[config.mk]
export PLATFORM = sky130hd
export DESIGN_NAME = round_timer_ctrl
export DESIGN_NICKNAME = d
export VERILOG_FILES = /design/src/rtl/timer_pkg.sv /design/src/rtl/tick_gen.sv /design/src/rtl/round_timer_ctrl.sv
export SDC_FILE = /design/constraint.sdc
export NUM_CORES = 1
export LEC_CHECK = 0
export ABC_AREA = 1
export BUFFER_PORTS_ARGS = -buffer_cell sky130_fd_sc_hd__buf_2
export CORE_MARGIN = 4
export CORE_UTILIZATION = 30
export CTS_CLUSTER_DIAMETER = 50
export DETAILED_ROUTE_END_ITERATION = 10
export PLACE_DENSITY = 0.56
export SLEW_MARGIN = 20
export SYNTH_ARGS = -nofsm -noshare
export SYNTH_HDL_FRONTEND = slang
export SYNTH_SLANG_ARGS = --single-unit
[constraint.sdc]
create_clock -name Clock -period 1.51 [get_ports Clock]
set_input_delay 0.151 -clock Clock [delete_from_list [all_inputs] [get_ports Clock]]
set_output_delay 0.151 -clock Clock [all_outputs]
set_load 0.01 [all_outputs]
[src/rtl/timer_pkg.sv]
// Shared types and helpers for the round countdown timer: state encoding,
// BCD arithmetic and nibble clamping.
package timer_pkg;

    localparam int DEFAULT_TICKS_PER_SEC = 50000000;

    typedef enum logic [2:0] {
        IDLE    = 3'd0,
        RUN     = 3'd1,
        PAUSED  = 3'd2,
        EXPIRED = 3'd3,
        ARMED   = 3'd4,
        DONE    = 3'd5
    } state_t;

    // Two-digit BCD decrement; callers never pass 8'h00.
    function automatic logic [7:0] bcd_dec(input logic [7:0] v);
        logic [7:0] r;
        if (v[3:0] == 4'd0) begin
            r = {v[7:4] - 4'd1, 4'd9};
        end else begin
            r = {v[7:4], v[3:0] - 4'd1};
        end
        return r;
    endfunction

    function automatic logic [3:0] clamp_nibble(input logic [3:0] n);
        return (n > 4'd9) ? 4'd9 : n;
    endfunction

endpackage

[src/rtl/tick_gen.sv]
// One-second tick divider. Holds its count while disabled so a paused
// countdown resumes mid-second; Clear restarts the second.
module tick_gen
    import timer_pkg::*;
#(
    parameter int TICKS_PER_SEC = DEFAULT_TICKS_PER_SEC
) (
    input  logic Clock,
    input  logic Reset,
    input  logic Clear,
    input  logic En,
    output logic Tick
);

    localparam int W = (TICKS_PER_SEC > 1) ? $clog2(TICKS_PER_SEC) : 1;
    localparam logic [W-1:0] LAST = W'(TICKS_PER_SEC - 1);

    logic [W-1:0] div_q;

    assign Tick = En && (div_q == LAST);

    always_ff @(posedge Clock) begin
        if (Reset || Clear) begin
            div_q <= '0;
        end else if (En) begin
            div_q <= Tick ? '0 : div_q + 1'b1;
        end
    end

endmodule

[src/rtl/round_timer_ctrl.sv]
// Round sequencer for the game countdown: loads a BCD round length, counts
// down once per second, and tracks round number, expiry and game over.
module round_timer_ctrl
    import timer_pkg::*;
#(
    parameter int TICKS_PER_SEC = DEFAULT_TICKS_PER_SEC,
    parameter int NUM_ROUNDS    = 3
) (
    input  logic       Clock,
    input  logic       Reset,
    input  logic       Start,
    input  logic       Pause,
    input  logic       Stop,
    input  logic [7:0] RoundLen,
    output logic [7:0] SecondsBCD,
    output logic [3:0] Round,
    output logic [2:0] State,
    output logic       Running,
    output logic       Expired,
    output logic       GameOver
);

    localparam logic [3:0] LAST_ROUND = 4'(NUM_ROUNDS);

    state_t     state_q, state_d;
    logic [7:0] secs_q, secs_d;
    logic [3:0] round_q, round_d;
    logic       clear;
    logic       tick;
    logic       do_load;
    logic       do_abort;
    logic [3:0] load_round;
    logic [7:0] load_secs;
    logic [3:0] round_inc;

    tick_gen #(.TICKS_PER_SEC(TICKS_PER_SEC)) u_tick_gen (
        .Clock (Clock),
        .Reset (Reset),
        .Clear (clear),
        .En    (state_q == RUN),
        .Tick  (tick)
    );

    assign load_secs = {clamp_nibble(RoundLen[7:4]), clamp_nibble(RoundLen[3:0])};
    assign round_inc = (round_q == 4'd15) ? 4'd15 : round_q + 4'd1;

    always_ff @(posedge Clock) begin
        if (Reset) begin
            state_q <= IDLE;
            secs_q  <= 8'h00;
            round_q <= 4'd0;
        end else begin
            state_q <= state_d;
            secs_q  <= secs_d;
            round_q <= round_d;
        end
    end

    always_comb begin
        state_d    = state_q;
        secs_d     = secs_q;
        round_d    = round_q;
        clear      = 1'b0;
        do_load    = 1'b0;
        do_abort   = 1'b0;
        load_round = 4'd1;

        case (state_q)
            IDLE: begin
                if (Stop)       do_abort = 1'b1;
                else if (Start) do_load  = 1'b1;
            end
            DONE: begin
                if (Stop)       do_abort = 1'b1;
                else if (Start) do_load  = 1'b1;
            end
            ARMED: begin
                if (Stop) begin
                    do_abort = 1'b1;
                end else if (Start) begin
                    do_load    = 1'b1;
                    load_round = round_inc;
                end
            end
            RUN: begin
                if (Stop) begin
                    do_abort = 1'b1;
                end else begin
                    // A tick coinciding with Pause still decrements; reaching
                    // zero overrides the pause.
                    if (tick) secs_d = bcd_dec(secs_q);
                    if (tick && secs_q == 8'h01) state_d = EXPIRED;
                    else if (Pause)              state_d = PAUSED;
                end
            end
            PAUSED: begin
                if (Stop)       do_abort = 1'b1;
                else if (Pause) state_d  = RUN;
            end
            EXPIRED: begin
                state_d = (round_q == LAST_ROUND) ? DONE : ARMED;
            end
            default: begin
                state_d = IDLE;
            end
        endcase

        if (do_abort) begin
            state_d = IDLE;
            secs_d  = 8'h00;
            round_d = 4'd0;
            clear   = 1'b1;
        end else if (do_load) begin
            secs_d  = load_secs;
            round_d = load_round;
            clear   = 1'b1;
            state_d = (load_secs == 8'h00) ? EXPIRED : RUN;
        end
    end

    assign SecondsBCD = secs_q;
    assign Round      = round_q;
    assign State      = state_q;
    assign Running    = (state_q == RUN);
    assign Expired    = (state_q == EXPIRED);
    assign GameOver   = (state_q == DONE);

endmodule

**After elaboration in Yosys (flattened, before gate mapping)**

Index checks and enable logic that the tools add are counted.
Widths: inputs -> output; s select.

- Bits of input ports: 13
- Output and inout port bits: 18
- Logic and storage cells: 69
- Flip-flop bits (word level): 41

- Add/subtract/negate cells: 4
- Order comparisons: 2
- Reductions and logical operators: 15
- Multiplexer cells: 28
- Equal/unequal tests: 15

Operators by type and width:

| cell | number |
|---|---|
| $mux 8 | 5 |
| $add 26x1->26 const B | 1 |
| $eq 26x26->1 const B | 1 |
| $mux 26 | 1 |
| $mux 4 | 6 |
| $mux 3 | 6 |
| $pmux 3 s4 | 1 |
| $ne 3x3->1 const B | 3 |
| $eq 8x1->1 const B | 1 |
| $gt 4x4->1 const B | 2 |
| $logic_not 8->1 | 1 |
| $mux 1 | 8 |
| $sub 4x1->4 const B | 2 |
| $eq 3x2->1 const B | 2 |
| $eq 3x3->1 const B | 2 |
| $reduce_bool 2->1 | 3 |
| $reduce_and 5->1 | 1 |
| $reduce_or 5->1 | 1 |
| $add 4x1->4 const B | 1 |
| $eq 4x2->1 const B | 1 |
| $eq 4x4->1 const B | 1 |
| $logic_not 4->1 | 1 |
| $ne 2x1->1 const B | 2 |
| $ne 4x4->1 const B | 1 |
| other kinds (9) | 10 |

**Longest topological paths before layout**

- Word-level depth: 7
- Gate-level depth with buffers: 13
- Gate-level depth less buffers: 13

**Hierarchy**

Synthesis repeated with hierarchy kept, for this count alone.

- Cells, all modules: 405
- Area, all modules: 2587.5 sq um

Modules (own cells, without submodules):

| module | sequential area each (sq um) | instances | area each (sq um) | cells an instance |
|---|---|---|---|---|
| tick_gen | 520.5 | 1 | 1570.3 | 242 |
| round_timer_ctrl | 300.3 | 1 | 1017.2 | 163 |

**Worst setup path after synthesis**

OpenSTA, ideal clock, no wires.

- Path type: reg-to-reg
- Start: register state_q[0] (netlist: State[0])
- End: register u_tick_gen.div_q[14]
- Required time: 1.388 ns
- Setup slack: -0.152 ns
- Stages on the path, launching flop included: 11
- Clock period less this slack: 1.662 ns
- Path buffers: 1
- Data arrival time: 1.540 ns
- Setup time: 0.122 ns
- Cells stage by stage: dfxtp_1 > nand2_2 > nor2_8 > nand2_4 > nor3_2 > nand2_2 > nand2_4 > clkinv_2 > buf_12 > o31ai_2 > a21oi_2

- Elaborated cells between the ends (all ways): 14
- Those cells by class: eq/ne: 4; mux: 5; reduce/logical: 5

RTL lines:

| item | RTL line | RTL |
|---|---|---|
| from (decl) | round_timer_ctrl.sv:25 | `state_t state_q, state_d;` |
| from (signal assigned) | round_timer_ctrl.sv:53 | `state_q <= state_d;` |
| $eq 3x1->1 (*) | -- |  |
| named net Running | round_timer_ctrl.sv:18 | `output logic Running,` |
| $reduce_or 5->1 (no source line) | -- |  |
| $mux 1 | -- |  |
| $mux 1 | round_timer_ctrl.sv:108 | `if (do_abort) begin` |
| $logic_or 1x1->1 | tick_gen.sv:23 | `if (Reset \|\| Clear) begin` |
| to (signal assigned) | tick_gen.sv:26 | `div_q <= Tick ? '0 : div_q + 1'b1;` |
| to (decl) | tick_gen.sv:18 | `logic [W-1:0] div_q;` |

The timed path passes the listed nets; every way through them passes the cells marked *.
A chain may end at the register's enable or synchronous reset.

**Worst setup path after layout**

- Start: register u_tick_gen.div_q[0]
- End: register u_tick_gen.div_q[22]

- Longest elaborated chain between the ends: 3
- Elaborated cells between the ends (all ways): 4
- Those cells by class: add/sub: 1; eq/ne: 1; mux: 1; reduce/logical: 1

RTL lines:

| item | RTL line |
|---|---|
| branches (longest 2 deep; another with $add 26x1->26) | -- |
| $mux 26 (*) | tick_gen.sv:26 |

Every way passes the cells marked *.

==> reports/metrics.yaml <==
fmax_mhz: 602
clockRootBuffer: "clkbuf_8"
synth_seq_cells: 41
p_total_mw: 2.12
routed.top_layer: "met4"
netlist-cell-type-count: 38
power.leakage_nw: 1.48
routedWlPerCell_um: 12.2
rsz0062_at_grt: "yes"
crit_path_start_kind: "flop"
track_usage_pct: 13.8
gr-total-overflow: 0
cts_tree: "done"
initial_core_util_pct: 31.3
clk_pin_slew_worst_paths_ns: 0.09
drt-met1-wl_um: 3130
cp_top_family: "simple AND/OR/NAND/NOR gates"
dp.cells: 527
synth_cells: 348
yosysTopAreaCell: "dfxtp_1"
wl_met3_um: 239
grt_pass1_vias: 2498
timing.setup.tns_ns: -3.23
dpl.hpwl_um: 5060
critPathMaxFanout: 7
viasPerCell: 4.70
die_h_um: 98.3
ys_warn_count: 0
htree_levels: 2
clock_latency_ns: 0.30
end_kind: "flop"
yosysSeqAreaShare_pct: 33.6
synth_area_leaders: "dfxtp_1, nor2_1, nand2_1"
antenna_found_initial: 0
syn_area_um2: 2450
synth_top_area_share_pct: 33.6
synthToLayoutAreaGrowth_pct: 44.9
p_per_area_nw_per_um2: 598
ios: 31
drive_gt1_share_pct: 40.4
cpMaxStageDelayCell: "dfxtp_4"
gp_congestion: 0.883
rows: 32
finalWorstPathRequiredPeriod_ns: 1.66
dr.first_iter.drc_count: 123
cts_buffers: 5
crit_type: "reg2reg"
slew_violations: 0
die_x_um: 98.3
violations: "setup timing"
crit_cells: 11
post-place-ws_ns: -0.141
finalCritPeriodShare_pct: 110
vias: 2596
r2r_cells: 11
clock_skew_ns: 0.0146
cp_cell_sequence: "ha_4 > nand2_4 > nor2_4 > nand2_4 > nor3_4 > nand2_2 > buf_4 > nand2_8 > buf_8 > a21oi_1 > o21a_1"
route.met2.wl_um: 3270
nNetsFinal: 466
crit_arrival_ns: 1.85
antennaDiodeCount: 0
post-route-drc-count: 0
critPathRequiredTime_ns: 1.70
cts.path.max_buffers: 2
dr.pass1.iters: 4
fin_hold_ws_ns: 0.188
cpMostUsedCell: "nand2_4"
synth_area_per_cell_um2: 7.03
routed_wl_um: 6740
critPathMaxStageDelay_ns: 0.39
cts_sinks: 41
status: "finished with violations"
setup_viol: 34
grt_start_max_net_pins: 14
portBuffers: 30
grt_pass1_wl_um: 11200
die_area_um2: 9660
cap_violations: 0
drtAntennaViolNets: 0
core_um2: 7810
setup_ws_ns: -0.152
hp-class: "in2reg"
syn_nets: 365
max_slew.worst_pin.slew_ns: 0.352
stdcell_count: 552
worstHoldPathCells: 4
cp.buffers_inverters: 2
slew_headroom_pct: 76.3
ir_worst_vdd_v: 0.000266
hold_viol: 0
## path summary, 6_finish.rpt
path / from / to / slack [ns]
worst max-delay path: u_tick_gen.div_q[0] / u_tick_gen.div_q[22] / -0.15
worst min-delay path: Pause / State[1] / 0.19
worst min register to register: u_tick_gen.div_q[14] / u_tick_gen.div_q[14] / 0.47
worst max register to register: u_tick_gen.div_q[0] / u_tick_gen.div_q[22] / -0.15
## cell usage in the layout (no fill, tap or decap), drive strengths merged, types with 2 or more instances in the layout
| master | instances |
|---|---|
| inv | 51 |
| nor2 | 66 |
| xor2 | 4 |
| nand2 | 61 |
| ha | 4 |
| o21ai | 25 |
| o21a | 6 |
| a21oi | 27 |
| nand3 | 24 |
| nand4 | 5 |
| nor4 | 2 |
| clkbuf | 7 |
| a211oi | 3 |
| buf | 95 |
| dfxtp | 41 |
| o22ai | 4 |
| o31ai | 2 |
| nor3 | 16 |
## metrics by stage
stage | cell area, µm² | utilization [%]
final | 3540 | 45.4
after global routing | 3540 | 45.4
after global placement | 3110 | 39.9
after floorplan | 2480 | -
after detailed placement | 3110 | 39.9
after CTS | 3360 | 43.1
## logic make-up after synthesis
family                   after synthesis  synth area share, %
AND/OR/NAND/NOR                      175                 36.0
buffers and inverters                 53                 8.90
XOR/XNOR                               5                 1.79
flip-flops                            41                 33.6
adder cells (fa/ha/maj)                4                 2.05
AO/OA/AOI/OAI                         70                 17.7
## cells in the mapped netlist, drive strengths merged
cell type and number:
a211oi 3, o21a 6, nor4 2, a31oi 1
nand3 24, buf 2, a41oi 1, nor3b 1
a21oi 27, nand2 61, o22ai 4, o21ai 25
nor3 16, inv 50, o32ai 1, nor2 66
clkinv 1, dfxtp 41, ha 4, o31ai 2
nand4 5, xnor2 1, xor2 4
## layout make-up
class                   count  area (µm²)
clock buffers               7        76.3
clock inverters             1        7.51
fillers                   832        4260
inverters                  51         204
multi-input cells         254        1600
flip-flops and latches     41         836
well taps                 102         128
repair buffers             95         687
repair inverters            1        8.76
## where the power goes
group | internal, mW | switching, mW | leakage [nW]
Combinational | 0.124 | 0.172 | 1.11
Clock | 0.328 | 0.398 | 0.0385
Sequential | 1.09 | 0.0116 | 0.335
## layer usage
layer	vias up	track usage [%]
li1	1354	-
met1	1182	17.7
met2	51	23.1
met3	9	2.71
met4	0	4.73
met5	-	0
## sequential cells by signal, indices dropped and copies added, names as in the netlist
name and cells:
State 3, u_tick_gen.div_q 26, SecondsBCD 8, Round 4
## timing repair
item | CTS | global route
cloned | 0 | 1
gates resized for setup | 30 | 24
pin swaps | 18 | 12
hold buffers | 0 | 0
endpoints found under the setup margin | 30 | 33
buffers inserted | 8 | 8
## worst reg2reg max path, stage by stage (launching register included)
cell,delay (ns)
dfxtp_4,0.39
ha_4,0.16
nand2_4,0.06
nor2_4,0.10
nand2_4,0.08
nor3_4,0.13
nand2_2,0.11
buf_4,0.17
nand2_8,0.10
buf_8,0.14
a21oi_1,0.05
o21a_1,0.09
No activity file was read; power rests on OpenSTA's default activity.
